`src/rtl/cr_kme_fifo_wr_pack.sv`:
```
// Write-side packer for the KME 96-bit staging FIFOs.
// Collects BEATS narrow beats (or fewer when in_last closes a word early)
// into one wide word and presents it to the FIFO write port, holding it
// while the FIFO stalls so the FIFO never sees a write it cannot take.
module cr_kme_fifo_wr_pack #(
    parameter int BEAT_W = 32,
    parameter int BEATS  = 3,
    parameter int CNT_W  = 16
) (
    input  logic                    clk,
    input  logic                    rst_n,
    input  logic [BEAT_W-1:0]       in_data,
    input  logic                    in_valid,
    input  logic                    in_last,
    output logic                    in_ready,
    output logic [BEAT_W*BEATS-1:0] fifo_in,
    output logic                    fifo_in_valid,
    input  logic                    fifo_in_stall,
    input  logic                    fifo_overflow,
    output logic [CNT_W-1:0]        words_sent,
    output logic                    sticky_overflow,
    output logic                    idle
);

    localparam int WORD_W = BEAT_W * BEATS;
    localparam int IDX_W  = (BEATS > 1) ? $clog2(BEATS) : 1;
    localparam logic [IDX_W-1:0] LAST_IDX = IDX_W'(BEATS - 1);

    logic [WORD_W-1:0] acc;
    logic [WORD_W-1:0] out_data;
    logic [WORD_W-1:0] merged;
    logic [IDX_W-1:0]  idx;
    logic              out_vld;
    logic              drain;
    logic              accept;
    logic              word_done;

    // A pending word leaves whenever the FIFO is not stalled; a beat can be
    // taken whenever the output register is empty or emptying this cycle,
    // which lets drain and load overlap with no bubble.
    assign drain         = out_vld & ~fifo_in_stall;
    assign in_ready      = ~out_vld | drain;
    assign accept        = in_valid & in_ready;
    assign word_done     = (idx == LAST_IDX) | in_last;
    assign fifo_in_valid = drain;
    assign fifo_in       = out_data;
    assign idle          = (idx == '0) & ~out_vld;

    // Current accumulator with the incoming beat dropped into its slot.
    always_comb begin
        merged = acc;
        merged[idx*BEAT_W +: BEAT_W] = in_data;
    end

    // Accumulator and beat index: fill beat by beat, restart on completion.
    always_ff @(posedge clk or posedge rst_n) begin
        if (rst_n) begin
            acc <= '0;
            idx <= '0;
        end else if (accept) begin
            if (word_done) begin
                acc <= '0;
                idx <= '0;
            end else begin
                acc <= merged;
                idx <= idx + 1'b1;
            end
        end
    end

    // Output register: load a completed word, otherwise clear valid on drain.
    always_ff @(posedge clk or posedge rst_n) begin
        if (rst_n) begin
            out_data <= '0;
            out_vld  <= 1'b0;
        end else if (accept && word_done) begin
            out_data <= merged;
            out_vld  <= 1'b1;
        end else if (drain) begin
            out_vld  <= 1'b0;
        end
    end

    // Count of words handed to the FIFO; wraps naturally.
    always_ff @(posedge clk or posedge rst_n) begin
        if (rst_n) begin
            words_sent <= '0;
        end else if (drain) begin
            words_sent <= words_sent + 1'b1;
        end
    end

    // Latch any FIFO overflow until the next reset.
    always_ff @(posedge clk or posedge rst_n) begin
        if (rst_n) begin
            sticky_overflow <= 1'b0;
        end else if (fifo_overflow) begin
            sticky_overflow <= 1'b1;
        end
    end

endmodule

```
`config.mk`:
```
export PLATFORM = sky130hd
export DESIGN_NAME = cr_kme_fifo_wr_pack
export DESIGN_NICKNAME = d
export VERILOG_FILES = /design/src/rtl/cr_kme_fifo_wr_pack.sv
export SDC_FILE = /design/constraint.sdc
export NUM_CORES = 1
export LEC_CHECK = 0
export BUFFER_PORTS_ARGS = -buffer_cell sky130_fd_sc_hd__buf_2
export CAP_MARGIN = 20
export CELL_PAD_IN_SITES_DETAIL_PLACEMENT = 0
export CELL_PAD_IN_SITES_GLOBAL_PLACEMENT = 1
export CORE_MARGIN = 2
export CORE_UTILIZATION = 47
export DETAILED_ROUTE_END_ITERATION = 10
export GPL_ROUTABILITY_DRIVEN = 0
export HOLD_SLACK_MARGIN = 0.1
export PLACE_DENSITY_LB_ADDON = 0.08
export SLEW_MARGIN = 10
export SYNTH_ARGS = -nofsm -noshare
export SYNTH_HDL_FRONTEND = slang
export SYNTH_SLANG_ARGS = --single-unit
```
`constraint.sdc`:
```
create_clock -name clk -period 10.4 [get_ports clk]
set_input_delay 0.52 -clock clk [delete_from_list [all_inputs] [get_ports clk]]
set_output_delay 0.52 -clock clk [all_outputs]
set_load 0.03 [all_outputs]
```
==> impl_summary.txt <==
----------------------------------------------------
[Clocking]
  Number of setup buffers added after CTS ... 0
  H-tree levels ... 1
  Maximum root-to-sink buffer count ... 3
  TritonCTS clock tree ... done
  Clock transition at path regs ... 0.06 ns
  Cts bufs inserted ... 23
  Post-cts resize count ... 0
  Clock sink total ... ~210
  Clock latency reported for the late side of the worst-skew pair ... a little over 0.5 ns
  Post-cts hold buffer count ... 0
  Clock root buffer ... sky130_fd_sc_hd__clkbuf_16

[GRT]
  Global-route wire length before repair ... around 36000 µm
  Number of antenna violations at the first check in global routing ... 0
  Maximum number of pins on one net before global-route repair ... between 100 and 150
  Vias in the first global route ... between 6000 and 7000
  Overall track demand over capacity in global routing ... 0.2227
  Overall overflow remaining after global route ... 0

[Logic synthesis]
  Cell count after synthesis ... 802
  Sequential share of the synthesized area ... 0.6037
  EDFF count, synth ... 0
  Net count of the mapped netlist ... between 800 and 900
  Synthesized flop and latch total ... 212
  Per-instance average area after synthesis ... 10.96 µm²
  Netlist area before placement ... around 8800 µm²
  Post-synth cell types ... 30
  Synth Warn # ... 0
  Commonest register cell after synthesis ... sky130_fd_sc_hd__dfrtp_1
  Async S/R FF share, synth ... 1.000

[Floorplanning]
  Area of the core ... 18520 µm²
  Die Outline Area ... 19810 µm²
  Initial core utilization ... 0.4745
  DIE WIDTH ... approximately 140 µm
  Ports ... between 150 and 200
  Placement Rows ... 50
  Die Y-Extent ... ~140 µm

[Timing]
  Share of the cycle needed by the critical path after routing ... 0.3531
  Unrepaired setup endpoints after global routing ... no
  Max_slew headroom ... 0.3116
  Minimum clock period after layout ... between 3 and 4 ns
  Sum of negative setup slack ... 0 ns
  Final Hold Slack ... 0.2079 ns
  Highest clock rate ... between 0.2 and 0.3 GHz
  Number of endpoints with negative hold slack in the final report ... 0
  Max-slew violation total from the final report ... 0
  Setup-violating endpoint count in the final report ... 0
  Measured slew at the worst slew-check pin ... approximately 1.0 ns
  Smallest setup slack after layout ... 6.728 ns
  Maximum clock skew at final layout ... just over 0.009 ns

[Setup path]
  Launching element type of the critical path ... flop
  Top Family by Delay on Critical Path ... simple AND/OR/NAND/NOR gates
  Worst EP arrival ... 4.11 ns
  Slowest-stage cell, CP ... sky130_fd_sc_hd__nor3b_4
  Critical path start-end classification ... flop to flop
  Stage delay of the slowest cell on the critical path ... 0.76 ns
  Crit path buffers/inverters ... 1
  Most used cell, CP ... sky130_fd_sc_hd__and3_2
  Endpoint type of the worst setup path ... flop
  Series of cell instances along the critical path ... inv_1, ha_2, nor3b_4, and3_2, and3_2, a22o_1
  Largest fanout of any net on the critical path ... 36
  Crit path required time ... between 10 and 15 ns

[Place]
  Worst slack at placement ... 6.727 ns
  Port Buf Inserts ... ~150
  Final HPWL DP ... roughly 14000 µm

[Drt]
  Vias per cell ... 5.608
  Detailed Route WL ... 21700 µm
  Detailed-route DRC error count ... 0
  Initial DRC count ... approximately 380
  Antenna Nets Post-Route ... 0
  Count of vias placed by the detailed router ... roughly 6600
  Mean routed wirelength per cell ... 18.58 µm
  Detailed-routing iteration count for the pre-antenna-repair pass ... 5

[Final layout]
  Post-layout net count ... between 900 and 1000
  Antenna fix cells ... 0
  Area growth, synth to finish ... 19.79%
  Ratio of cells with drive above 1 in the final layout ... 0.2259

[Power]
  Static power due to leakage ... 5.129 nW
  Pwr/cell area ... 231.6 nW/µm²
  IR Drop Worst-Case VDD ... between 0.0001 and 0.00015 V

[Hold path]
  Classification of the worst-slack hold path ... input port to flop

[Flow run]
  Number of max-cap violations ... 0

[Outcome]
  Result of the run ... finished, final reports clean

----------------------------------------------------
power breakdown:
group	internal (mW)	switching, mW
Clock	0.562	0.329
Combinational	0.164	0.405
Sequential	0.920	0.0586
cells by family after synthesis:
group | after synthesis | synth area share
flip-flops | 212 | 0.6037
buffers and inverters | 72 | 0.03645
multiplexers | 1 | 0.001281
XOR/XNOR | 15 | 0.01495
AO/OA/AOI/OAI | 294 | 0.2201
adder cells (fa/ha/maj) | 6 | 0.008543
AND/OR/NAND/NOR | 202 | 0.1149
final timing paths:
| kind | slack, ns | depth (start not counted) | startpoint | to |
|---|---|---|---|---|
| worst max-delay path | 6.73 | 6 | idx[0] | acc[70] |
| worst min-delay path | 0.21 | 2 | fifo_overflow | sticky_overflow |
| worst max register to register | 6.73 | 6 | idx[0] | acc[70] |
| worst min register to register | 0.46 | 1 | sticky_overflow | sticky_overflow |
| max in group asynchronous | 8.65 | 3 | rst_n | acc[53] |
| min in group asynchronous | 0.24 | 2 | rst_n | fifo_in[61] |
synth_stat cells, types with 6 or more instances:
cell type                    n  area [µm²]
sky130_fd_sc_hd__nor2b_1    66       412.9
sky130_fd_sc_hd__nand2_1   104       390.4
sky130_fd_sc_hd__xnor2_1    11       96.34
sky130_fd_sc_hd__o21ai_0    98       490.5
sky130_fd_sc_hd__a22oi_1    16       120.1
sky130_fd_sc_hd__dfrtp_1   212        5305
sky130_fd_sc_hd__clkbuf_1   44       165.2
sky130_fd_sc_hd__ha_1        6       75.07
sky130_fd_sc_hd__a22o_1     96       840.8
sky130_fd_sc_hd__buf_2      19       95.09
sky130_fd_sc_hd__a32oi_1    16       140.1
sky130_fd_sc_hd__a21oi_1    64       320.3
sky130_fd_sc_hd__nand4_1     7       43.79
through the flow:
step / area (µm²) / total power, mW / instances / utilization
after detailed placement: 9647 / 1.555 / 1126 / 0.5209
after global routing: 10530 / 2.557 / 1168 / 0.5684
after floorplan: 8787 / 1.370 / 802 / -
final: 10530 / 2.438 / 1168 / 0.5684
after CTS: 10470 / 2.449 / 1166 / 0.5655
after global placement: 9647 / 1.540 / 1126 / 0.5209
cells in the final DEF (no fill, tap or decap), types with 5 or more instances in the layout:
cell and count:
sky130_fd_sc_hd__nand2_1 103, sky130_fd_sc_hd__nor2_1 5, sky130_fd_sc_hd__xnor2_1 11, sky130_fd_sc_hd__nand4_1 7, sky130_fd_sc_hd__clkbuf_16 23, sky130_fd_sc_hd__dfrtp_1 212, sky130_fd_sc_hd__a32oi_1 16, sky130_fd_sc_hd__bufinv_16 6
sky130_fd_sc_hd__o21ai_0 98, sky130_fd_sc_hd__buf_2 153, sky130_fd_sc_hd__nor2b_1 66, sky130_fd_sc_hd__a22o_1 96, sky130_fd_sc_hd__a22oi_1 16, sky130_fd_sc_hd__a21oi_1 64
routing by layer:
metal	GRT usage	part of all wire	routed length (µm)	vias up
met3	0.03804	0.060	1303	28
met1	0.3355	0.47	10110	3204
met5	0	0	0	-
met4	0.05158	0.015	334	0
met2	0.3404	0.46	9954	223
li1	-	-	-	3095
cell type report:
class	instances	area [µm²]
Clock buffer	27	600.6
Clock inverter	13	224.0
Tap cell	234	292.8
Inverter	5	26.28
Sequential cell	212	5305
Timing Repair Buffer	159	850.8
Multi-Input combinational cell	518	3227
Fill cell	1602	7991
state kept, by name, indices dropped and copies added, names as in the netlist:
| signal | cells |
|---|---|
| fifo_in | 96 |
| words_sent | 16 |
| acc | 96 |
| idx | 2 |
| out_vld | 1 |
| sticky_overflow | 1 |
Power figures use the tool's default switching activity.
